$ cat src/rtl/uart_event_bridge_pkg.sv
// Shared definitions for the UART event bridge.
// Holds the wire-protocol byte values, the response prefix nibbles,
// the parser / TX / command-request enums and a saturating increment helper.
package uart_event_bridge_pkg;

    // Receive-side byte codes
    localparam logic [7:0] HDR_BYTE      = 8'hA5;
    localparam logic [7:0] CMD_ECHO      = 8'hFF;
    localparam logic [7:0] CMD_STATUS    = 8'hFE;
    localparam logic [7:0] CMD_CONFIG    = 8'hFD;
    localparam logic [7:0] CMD_SOFT_RST  = 8'hFC;
    localparam logic [7:0] CMD_ERR_QUERY = 8'hFB;

    // Transmit-side bytes and prefixes
    localparam logic [7:0] ECHO_BYTE     = 8'h55;
    localparam logic [3:0] GEST_PREFIX   = 4'hA;
    localparam logic [3:0] STATUS_PREFIX = 4'hB;

    typedef enum logic [2:0] {
        P_IDLE,
        P_XB,
        P_YB,
        P_POL,
        P_CHK
    } parse_state_t;

    typedef enum logic {
        TX_IDLE,
        TX_SEND
    } tx_state_t;

    typedef enum logic [2:0] {
        CMD_NONE,
        CMD_REQ_ECHO,
        CMD_REQ_STATUS,
        CMD_REQ_CONFIG,
        CMD_REQ_ERRQ
    } cmd_req_t;

    function automatic logic [7:0] sat_inc(input logic [7:0] v);
        return (v == 8'hFF) ? v : v + 8'd1;
    endfunction

endpackage

$ cat src/rtl/uart_event_bridge_sync_fifo.sv
// Synchronous first-word-fall-through FIFO.
// Ports: clk, rst (sync, active-high); push/din write side; pop/dout read side
// (dout shows the head whenever !empty, zero when empty); full, empty flags.
// A push while full is accepted only when a pop happens in the same cycle.
module uart_event_bridge_sync_fifo #(
    parameter int WIDTH = 8,
    parameter int DEPTH = 8
) (
    input  logic             clk,
    input  logic             rst,
    input  logic             push,
    input  logic [WIDTH-1:0] din,
    input  logic             pop,
    output logic [WIDTH-1:0] dout,
    output logic             full,
    output logic             empty
);

    localparam int AW = $clog2(DEPTH);

    logic [WIDTH-1:0] mem [DEPTH];
    logic [AW:0]      wr_ptr;
    logic [AW:0]      rd_ptr;
    logic             do_push;
    logic             do_pop;

    // Extra pointer MSB distinguishes full from empty when the indices match.
    assign empty   = (wr_ptr == rd_ptr);
    assign full    = (wr_ptr[AW] != rd_ptr[AW]) && (wr_ptr[AW-1:0] == rd_ptr[AW-1:0]);
    assign do_pop  = pop & ~empty;
    assign do_push = push & (~full | do_pop);
    assign dout    = empty ? '0 : mem[rd_ptr[AW-1:0]];

    always_ff @(posedge clk) begin
        if (rst) begin
            wr_ptr <= '0;
            rd_ptr <= '0;
        end else begin
            if (do_push) wr_ptr <= wr_ptr + (AW+1)'(1);
            if (do_pop)  rd_ptr <= rd_ptr + (AW+1)'(1);
        end
    end

    always_ff @(posedge clk) begin
        if (do_push) mem[wr_ptr[AW-1:0]] <= din;
    end

endmodule

$ cat src/rtl/uart_event_bridge.sv
// UART event bridge: parses framed, checksummed event packets from the RX
// byte stream into an event FIFO, decodes single-byte commands, and
// arbitrates multi-byte responses onto the TX byte interface.
// Ports:
//   clk, rst                  clock, synchronous active-high reset
//   rx_data, rx_valid         received byte + one-cycle strobe
//   tx_data, tx_valid/ready   byte offered to UART TX
//   evt_*, evt_valid/ready    FIFO head toward the accelerator
//   gesture_valid, gesture,
//   gesture_conf              one-cycle gesture result strobe
//   status_in                 accelerator status for status responses
//   soft_rst                  one-cycle pulse on the soft-reset command
//   err_count, ovf_count      saturating error / dropped-event counters
// Handshakes (tx and evt): a transfer happens on a clock edge where valid and
// ready are both high; valid, once raised, holds with stable data until then.
module uart_event_bridge
    import uart_event_bridge_pkg::*;
#(
    parameter int         COORD_W        = 9,
    parameter int         TS_W           = 16,
    parameter int         EVT_FIFO_DEPTH = 8,
    parameter int         NUM_CLASSES    = 4,
    parameter int         TIMEOUT_CYCLES = 2048,
    parameter logic [7:0] CFG_BYTE0      = 8'd20,
    parameter logic [7:0] CFG_BYTE1      = 8'd8,
    localparam int        GW = (NUM_CLASSES > 2) ? $clog2(NUM_CLASSES) : 1
) (
    input  logic               clk,
    input  logic               rst,
    input  logic [7:0]         rx_data,
    input  logic               rx_valid,
    output logic [7:0]         tx_data,
    output logic               tx_valid,
    input  logic               tx_ready,
    output logic               evt_valid,
    output logic [COORD_W-1:0] evt_x,
    output logic [COORD_W-1:0] evt_y,
    output logic               evt_pol,
    output logic [TS_W-1:0]    evt_ts,
    input  logic               evt_ready,
    input  logic               gesture_valid,
    input  logic [GW-1:0]      gesture,
    input  logic [3:0]         gesture_conf,
    input  logic [3:0]         status_in,
    output logic               soft_rst,
    output logic [7:0]         err_count,
    output logic [7:0]         ovf_count
);

    localparam int              CB       = (COORD_W + 7) / 8;
    localparam int              EW       = 2 * COORD_W + 1 + TS_W;
    localparam int              TO_W     = $clog2(TIMEOUT_CYCLES + 1);
    localparam logic [TO_W-1:0] TO_LAST  = TO_W'(TIMEOUT_CYCLES - 1);
    localparam logic [1:0]      IDX_LAST = 2'(CB - 1);

    parse_state_t        p_state, p_next;
    logic [1:0]          byte_idx;
    logic [COORD_W-1:0]  x_acc, y_acc;
    logic                pol_r;
    logic [7:0]          chk;
    logic [TS_W-1:0]     ts, ts_cap;
    logic [TO_W-1:0]     idle_cnt;
    logic                push_req;
    logic                field_last;
    logic                hdr_hit, stray_hit, soft_hit, chk_ok, chk_bad, timeout_hit;
    cmd_req_t            cmd_sel, cmd_req;

    tx_state_t           tx_state, tx_next;
    logic                load_g, load_c;
    logic                tx_is_cmd, tx_idx, tx_last;
    logic [7:0]          tx_buf [2];

    logic                g_full;
    logic [GW-1:0]       g_class;
    logic [3:0]          g_conf;

    logic                fifo_full, fifo_empty, fifo_pop;
    logic [EW-1:0]       fifo_dout;
    logic                err_inc, ovf_inc, cnt_clr;

    // ---------------- RX parser ----------------
    assign field_last = (byte_idx == IDX_LAST);

    always_ff @(posedge clk) begin
        if (rst) p_state <= P_IDLE;
        else     p_state <= p_next;
    end

    always_comb begin
        p_next      = p_state;
        hdr_hit     = 1'b0;
        stray_hit   = 1'b0;
        soft_hit    = 1'b0;
        chk_ok      = 1'b0;
        chk_bad     = 1'b0;
        timeout_hit = 1'b0;
        cmd_sel     = CMD_NONE;
        if (p_state == P_IDLE) begin
            if (rx_valid) begin
                case (rx_data)
                    HDR_BYTE: begin
                        hdr_hit = 1'b1;
                        p_next  = P_XB;
                    end
                    CMD_ECHO:      cmd_sel  = CMD_REQ_ECHO;
                    CMD_STATUS:    cmd_sel  = CMD_REQ_STATUS;
                    CMD_CONFIG:    cmd_sel  = CMD_REQ_CONFIG;
                    CMD_ERR_QUERY: cmd_sel  = CMD_REQ_ERRQ;
                    CMD_SOFT_RST:  soft_hit = 1'b1;
                    default:       stray_hit = 1'b1;
                endcase
            end
        end else if (!rx_valid) begin
            // idle_cnt holds the idle cycles already seen; this is the last allowed one
            if (idle_cnt == TO_LAST) begin
                timeout_hit = 1'b1;
                p_next      = P_IDLE;
            end
        end else begin
            case (p_state)
                P_XB:  if (field_last) p_next = P_YB;
                P_YB:  if (field_last) p_next = P_POL;
                P_POL: p_next = P_CHK;
                P_CHK: begin
                    p_next  = P_IDLE;
                    chk_ok  = (rx_data == chk);
                    chk_bad = (rx_data != chk);
                end
                default: p_next = P_IDLE;
            endcase
        end
    end

    always_ff @(posedge clk) begin
        if (rst) begin
            ts       <= '0;
            ts_cap   <= '0;
            x_acc    <= '0;
            y_acc    <= '0;
            pol_r    <= 1'b0;
            chk      <= '0;
            byte_idx <= '0;
            idle_cnt <= '0;
            push_req <= 1'b0;
            soft_rst <= 1'b0;
        end else begin
            ts       <= ts + TS_W'(1);
            soft_rst <= soft_hit;
            // FIFO push is registered: the packet fields stay stable in IDLE
            push_req <= chk_ok;
            if (p_state == P_IDLE || rx_valid) idle_cnt <= '0;
            else                               idle_cnt <= idle_cnt + TO_W'(1);
            if (hdr_hit) begin
                ts_cap   <= ts;
                chk      <= '0;
                byte_idx <= '0;
            end
            if (rx_valid) begin
                case (p_state)
                    P_XB: begin
                        // MSB-first shift; bits above COORD_W fall off the top
                        x_acc    <= COORD_W'({x_acc, rx_data});
                        chk      <= chk ^ rx_data;
                        byte_idx <= field_last ? 2'd0 : byte_idx + 2'd1;
                    end
                    P_YB: begin
                        y_acc    <= COORD_W'({y_acc, rx_data});
                        chk      <= chk ^ rx_data;
                        byte_idx <= field_last ? 2'd0 : byte_idx + 2'd1;
                    end
                    P_POL: begin
                        pol_r <= rx_data[0];
                        chk   <= chk ^ rx_data;
                    end
                    default: ;
                endcase
            end
        end
    end

    // ---------------- Event FIFO ----------------
    assign fifo_pop  = evt_valid & evt_ready;
    assign evt_valid = ~fifo_empty;
    assign {evt_x, evt_y, evt_pol, evt_ts} = fifo_dout;

    uart_event_bridge_sync_fifo #(
        .WIDTH (EW),
        .DEPTH (EVT_FIFO_DEPTH)
    ) u_evt_fifo (
        .clk   (clk),
        .rst   (rst),
        .push  (push_req),
        .din   ({x_acc, y_acc, pol_r, ts_cap}),
        .pop   (fifo_pop),
        .dout  (fifo_dout),
        .full  (fifo_full),
        .empty (fifo_empty)
    );

    // ---------------- Error counters ----------------
    assign err_inc = stray_hit | chk_bad | timeout_hit;
    assign ovf_inc = push_req & fifo_full & ~fifo_pop;
    assign cnt_clr = load_c & (cmd_req == CMD_REQ_ERRQ);

    always_ff @(posedge clk) begin
        if (rst || cnt_clr) begin
            err_count <= '0;
            ovf_count <= '0;
        end else begin
            if (err_inc) err_count <= sat_inc(err_count);
            if (ovf_inc) ovf_count <= sat_inc(ovf_count);
        end
    end

    // ---------------- Gesture slot / command request ----------------
    always_ff @(posedge clk) begin
        if (rst) begin
            g_full  <= 1'b0;
            g_class <= '0;
            g_conf  <= '0;
            cmd_req <= CMD_NONE;
        end else begin
            // A strobe in the load cycle refills the slot with the newer result
            if (gesture_valid) begin
                g_full  <= 1'b1;
                g_class <= gesture;
                g_conf  <= gesture_conf;
            end else if (load_g) begin
                g_full <= 1'b0;
            end
            if (load_c)
                cmd_req <= CMD_NONE;
            else if (cmd_sel != CMD_NONE && cmd_req == CMD_NONE &&
                     !(tx_state == TX_SEND && tx_is_cmd))
                cmd_req <= cmd_sel;
        end
    end

    // ---------------- TX arbiter ----------------
    always_ff @(posedge clk) begin
        if (rst) tx_state <= TX_IDLE;
        else     tx_state <= tx_next;
    end

    always_comb begin
        tx_next = tx_state;
        load_g  = 1'b0;
        load_c  = 1'b0;
        case (tx_state)
            TX_IDLE: begin
                if (g_full) begin
                    load_g  = 1'b1;
                    tx_next = TX_SEND;
                end else if (cmd_req != CMD_NONE) begin
                    load_c  = 1'b1;
                    tx_next = TX_SEND;
                end
            end
            TX_SEND: if (tx_ready && tx_idx == tx_last) tx_next = TX_IDLE;
            default: tx_next = TX_IDLE;
        endcase
    end

    always_ff @(posedge clk) begin
        if (rst) begin
            tx_is_cmd <= 1'b0;
            tx_idx    <= 1'b0;
            tx_last   <= 1'b0;
            tx_buf[0] <= '0;
            tx_buf[1] <= '0;
        end else if (load_g) begin
            tx_is_cmd <= 1'b0;
            tx_idx    <= 1'b0;
            tx_last   <= 1'b1;
            tx_buf[0] <= {GEST_PREFIX, 4'(g_class)};
            tx_buf[1] <= {g_conf, 4'h0};
        end else if (load_c) begin
            tx_is_cmd <= 1'b1;
            tx_idx    <= 1'b0;
            case (cmd_req)
                CMD_REQ_ECHO: begin
                    tx_buf[0] <= ECHO_BYTE;
                    tx_last   <= 1'b0;
                end
                CMD_REQ_STATUS: begin
                    tx_buf[0] <= {STATUS_PREFIX, status_in};
                    tx_last   <= 1'b0;
                end
                CMD_REQ_CONFIG: begin
                    tx_buf[0] <= CFG_BYTE0;
                    tx_buf[1] <= CFG_BYTE1;
                    tx_last   <= 1'b1;
                end
                CMD_REQ_ERRQ: begin
                    tx_buf[0] <= err_count;
                    tx_buf[1] <= ovf_count;
                    tx_last   <= 1'b1;
                end
                default: begin
                    tx_buf[0] <= '0;
                    tx_last   <= 1'b0;
                end
            endcase
        end else if (tx_state == TX_SEND && tx_ready && tx_idx != tx_last) begin
            tx_idx <= 1'b1;
        end
    end

    assign tx_valid = (tx_state == TX_SEND);
    assign tx_data  = tx_valid ? tx_buf[tx_idx] : 8'h00;

endmodule

$ cat config.mk
export PLATFORM = sky130hd
export DESIGN_NAME = uart_event_bridge
export DESIGN_NICKNAME = d
export VERILOG_FILES = /design/src/rtl/uart_event_bridge_pkg.sv /design/src/rtl/uart_event_bridge_sync_fifo.sv /design/src/rtl/uart_event_bridge.sv
export SDC_FILE = /design/constraint.sdc
export NUM_CORES = 1
export LEC_CHECK = 0
export BUFFER_PORTS_ARGS = -buffer_cell sky130_fd_sc_hd__clkbuf_2
export CELL_PAD_IN_SITES_DETAIL_PLACEMENT = 0
export CELL_PAD_IN_SITES_GLOBAL_PLACEMENT = 2
export CORE_UTILIZATION = 48
export DETAILED_ROUTE_END_ITERATION = 8
export PLACE_DENSITY = 0.93
export SETUP_SLACK_MARGIN = 0.05
export SLEW_MARGIN = 20
export SYNTH_ARGS = -nofsm -noshare
export SYNTH_HDL_FRONTEND = slang
export SYNTH_SLANG_ARGS = --single-unit
$ cat constraint.sdc
create_clock -name clk -period 8.7 [get_ports clk]
set_input_delay 0.87 -clock clk [delete_from_list [all_inputs] [get_ports clk]]
set_output_delay 0.87 -clock clk [all_outputs]
set_load 0.02 [all_outputs]
==> metrics.md <==
| Metric | Value |
|---|---|
| Status | finished clean |
| Initial core utilization | 0.4911 |
| DR WL/cell | 20.00 um |
| Number of global-route vias before repair | 9,228 |
| Final instance area | around 0.019 mm^2 |
| Worst Path Arrival | ~3.2 ns |
| Area Overhead vs Synth | 13.53% |
| Crit-path cells | buf_4, mux4_2, mux2i_1, nor2_1, clkbuf_2 |
| Mean Syn Cell Area | 14.87 um^2 |
| Clock-pin slew of the registers on the worst-case setup and hold paths | approximately 0.060 ns |
| Worst setup endpoint | evt_x[5] |
| Reg-to-reg slack, setup | between 6 and 7 ns |
| Post-CTS setup buffers | 0 |
| Crit start category | register |
| Core footprint | about 0.034 mm^2 |
| Synth top area share | 0.5213 |
| Rel. slew slack | 0.3036 |
| Library cells used by synthesis | 70 |
| Max Buffers Root-to-Sink | 3 |
| Synth area leader | edfxtp_1 |
| Drt initial violations | 818 |
| I/O Pins | 86 |
| Max-slew violations | 0 |
| Primary FF master, synth | edfxtp_1 |
| Setup TNS | 0 ns |
| Clock latency on the worst-skew pair | 0.53 ns |
| Post-Syn Instances | 1,116 |
| Synth area leaders | edfxtp_1 (52%), dfxtp_1 (15%), mux4_2 (9.5%) |
| Drt first pass iters | 5 |
| CP Capture Type | output pin |
| Largest net degree at the start of global routing | 98 |
| Clock Skews | slightly above 0.02 ns |
| Initial antenna violation count | 1 |
| Row Count | 67 |
| Static Leak | 6.306 nW |
| Vias per std cell | around 5.6 |
| Placer congestion estimate | 0.7557 |
| Max VDD drop | 0.2039 mV |
| CTS Sinks | 416 |
| Final #Nets | 1,229 |
| Slowest-stage cell, CP | buf_4 |
| Hold crit path type | register to register |
| Layout cells sized above 1 | 0.2161 |
| Post-synthesis sequential area ratio | 0.6757 |
| CTS Hold Bufs | 0 |
| Max Cap Viol | 0 |
| CTS tree | yes |
| Reg2reg start | p_state[1] |
| DP HPWL | 19,390 um |
| Post-synthesis register bit count | 416 |
| Asr flop ratio synth | 0 |
| Final period util | 0.4620 |
| Residual DRC count | 0 |
| First-pass GRT wire length | 52,940 um |
| Synthesis Warnings | 0 |
| Fin. Hold Viols | 0 |
| # setup viols final | 0 |
| DR vias | 9,406 |
| Die Wd | 187.9 um |
| Num CTS Buffers | 41 |
| Req. time, crit path | 7.83 ns |
| CP Max Fanout | 49 |
| Worst reg2reg path depth | 6 |
| Min Tclk post-route | 4.019 ns |
| Reg-to-Reg End | chk[5] |
| Die H | between 150 and 200 um |
| Total Wirelength | roughly 34,000 um |
| CTS resizes | 0 |
| Worst setup path class | register to output pin |
| Critical path's largest stage delay | around 0.84 ns |
| Die area | 0.03531 mm^2 |
| Post-Syn Nets | 1,146 |
| CTS Root Cell | clkbuf_16 |
| Worst slew pin tran | ~1.0 ns |
| Area after DPL | around 0.017 mm^2 |
| GRT Total Usage | 0.1921 |
| DRT antenna net count | 0 |
| Post-synth top cells | edfxtp_1 (288), nor2_1 (136), dfxtp_1 (128), nand2_1 (76), mux2i_1 (71) |
| Mapped Area | between 0.015 and 0.02 mm^2 |
| Number of synthesized flops with an enable pin | around 290 |
| RSZ-0062 raised after global routing | no |
| Most frequent cell after synthesis | edfxtp_1 |
| P per Cell Area | 209.4 mW/mm^2 |
| H-Tree Depth | 2 |
| Grt ovf | 0 |
| I/O Buffers | between 80 and 90 |
| Fmax achieved | 248.8 MHz |
==> flip-flops by register name, indices dropped and copies added, names as in the netlist, 9 cells and up, named ones only <==
register,flops
u_evt_fifo.mem,280
ts,16
ts_cap,16
tx_buf,16
idle_cnt,12
x_acc,9
y_acc,9
==> how the worst min path moves through the flow <==
stage | start | endpoint | slack (ns) | cells after the start
2_1_floorplan | idle_cnt[0] | idle_cnt[0] | 0.43 | 1
3_3_place_gp | idle_cnt[0] | idle_cnt[0] | 0.44 | 1
3_5_place_dp | tx_is_cmd | tx_is_cmd | 0.45 | 1
4_1_cts | tx_buf[0][5] | tx_buf[0][5] | 0.47 | 2
5_1_grt | tx_is_cmd | tx_is_cmd | 0.47 | 1
6_report | tx_buf[0][5] | tx_buf[0][5] | 0.46 | 2
==> cell usage in the layout (no fill, tap or decap), types with 10 or more instances in the layout <==
| cell type | Yosys | final |
|---|---|---|
| a21oi_1 | 37 | 37 |
| buf_4 | 2 | 13 |
| clkbuf_16 | 0 | 41 |
| clkbuf_2 | 1 | 84 |
| clkinv_1 | 1 | 10 |
| dfxtp_1 | 128 | 125 |
| edfxtp_1 | 288 | 288 |
| mux2i_1 | 71 | 71 |
| mux4_2 | 70 | 70 |
| nand2_1 | 76 | 76 |
| nand3_1 | 18 | 17 |
| nand4_1 | 11 | 11 |
| nor2_1 | 136 | 133 |
| nor2b_1 | 16 | 16 |
| o21ai_0 | 19 | 19 |
| or3_1 | 11 | 11 |
| xnor2_1 | 11 | 11 |
| xor2_1 | 27 | 27 |
==> worst max-delay path, delay by kind of cell (launching register included) <==
kind	cells	cell delay, ns
flip-flops	1	0.62
AND/OR/NAND/NOR	1	0.07
buffers and inverters	2	1.01
multiplexers	2	0.88
==> per-stage QoR <==
step / cells / hold slack [ns] / setup slack [ns] / utilization / total power, mW
after CTS: 1679 / 0.4656 / 4.528 / 0.5573 / 3.979
final: 1680 / 0.4566 / 4.681 / 0.5575 / 3.944
after global placement: 1604 / 0.4418 / 5.182 / 0.5172 / 2.203
after floorplan: 1116 / 0.4258 / 3.742 / - / 2.184
after detailed placement: 1604 / 0.4532 / 5.114 / 0.5172 / 2.204
after global routing: 1679 / 0.4743 / 4.434 / 0.5575 / 4.060
==> report_power, final <==
part	internal, mW	total [mW]	switching [mW]
clock network	1.06	1.78	0.722
logic	0.0184	0.0551	0.0367
registers	2.10	2.11	0.00866
==> cell type report <==
cell class | instances | area [um^2]
inverters | 11 | 41.29
repair buffers | 97 | 518.0
fillers | 2623 | 14950
well taps | 448 | 560.5
flip-flops and latches | 416 | 11220
clock buffers | 48 | 1072
diodes | 1 | 2.502
multi-input cells | 632 | 5140
clock inverters | 27 | 284.0
==> logic make-up (layout without fill, tap and decap cells) <==
family / count (synthesis) / count (layout) / synth area share
AOI/OAI and AO/OA: 110 / 110 / 0.04510
xor gates and xnor gates: 38 / 38 / 0.02006
adders and majority gates: 6 / 6 / 0.004525
buffers and inverters: 68 / 183 / 0.01772
DFF: 416 / 416 / 0.6757
muxes: 141 / 141 / 0.1379
other: 0 / 1 / 0
and+or+nand+nor: 337 / 337 / 0.09902
==> layer usage <==
layer	wire length, um	part of all wire	vias up	global-route usage
met3	1938	0.058	52	0.03069
li1	-	-	4387	-
met5	0	0	-	0
met2	16210	0.48	262	0.3178
met1	14910	0.44	4705	0.2671
met4	548	0.016	0	0.04565
Note: power is estimated with default switching activity, not from simulation.
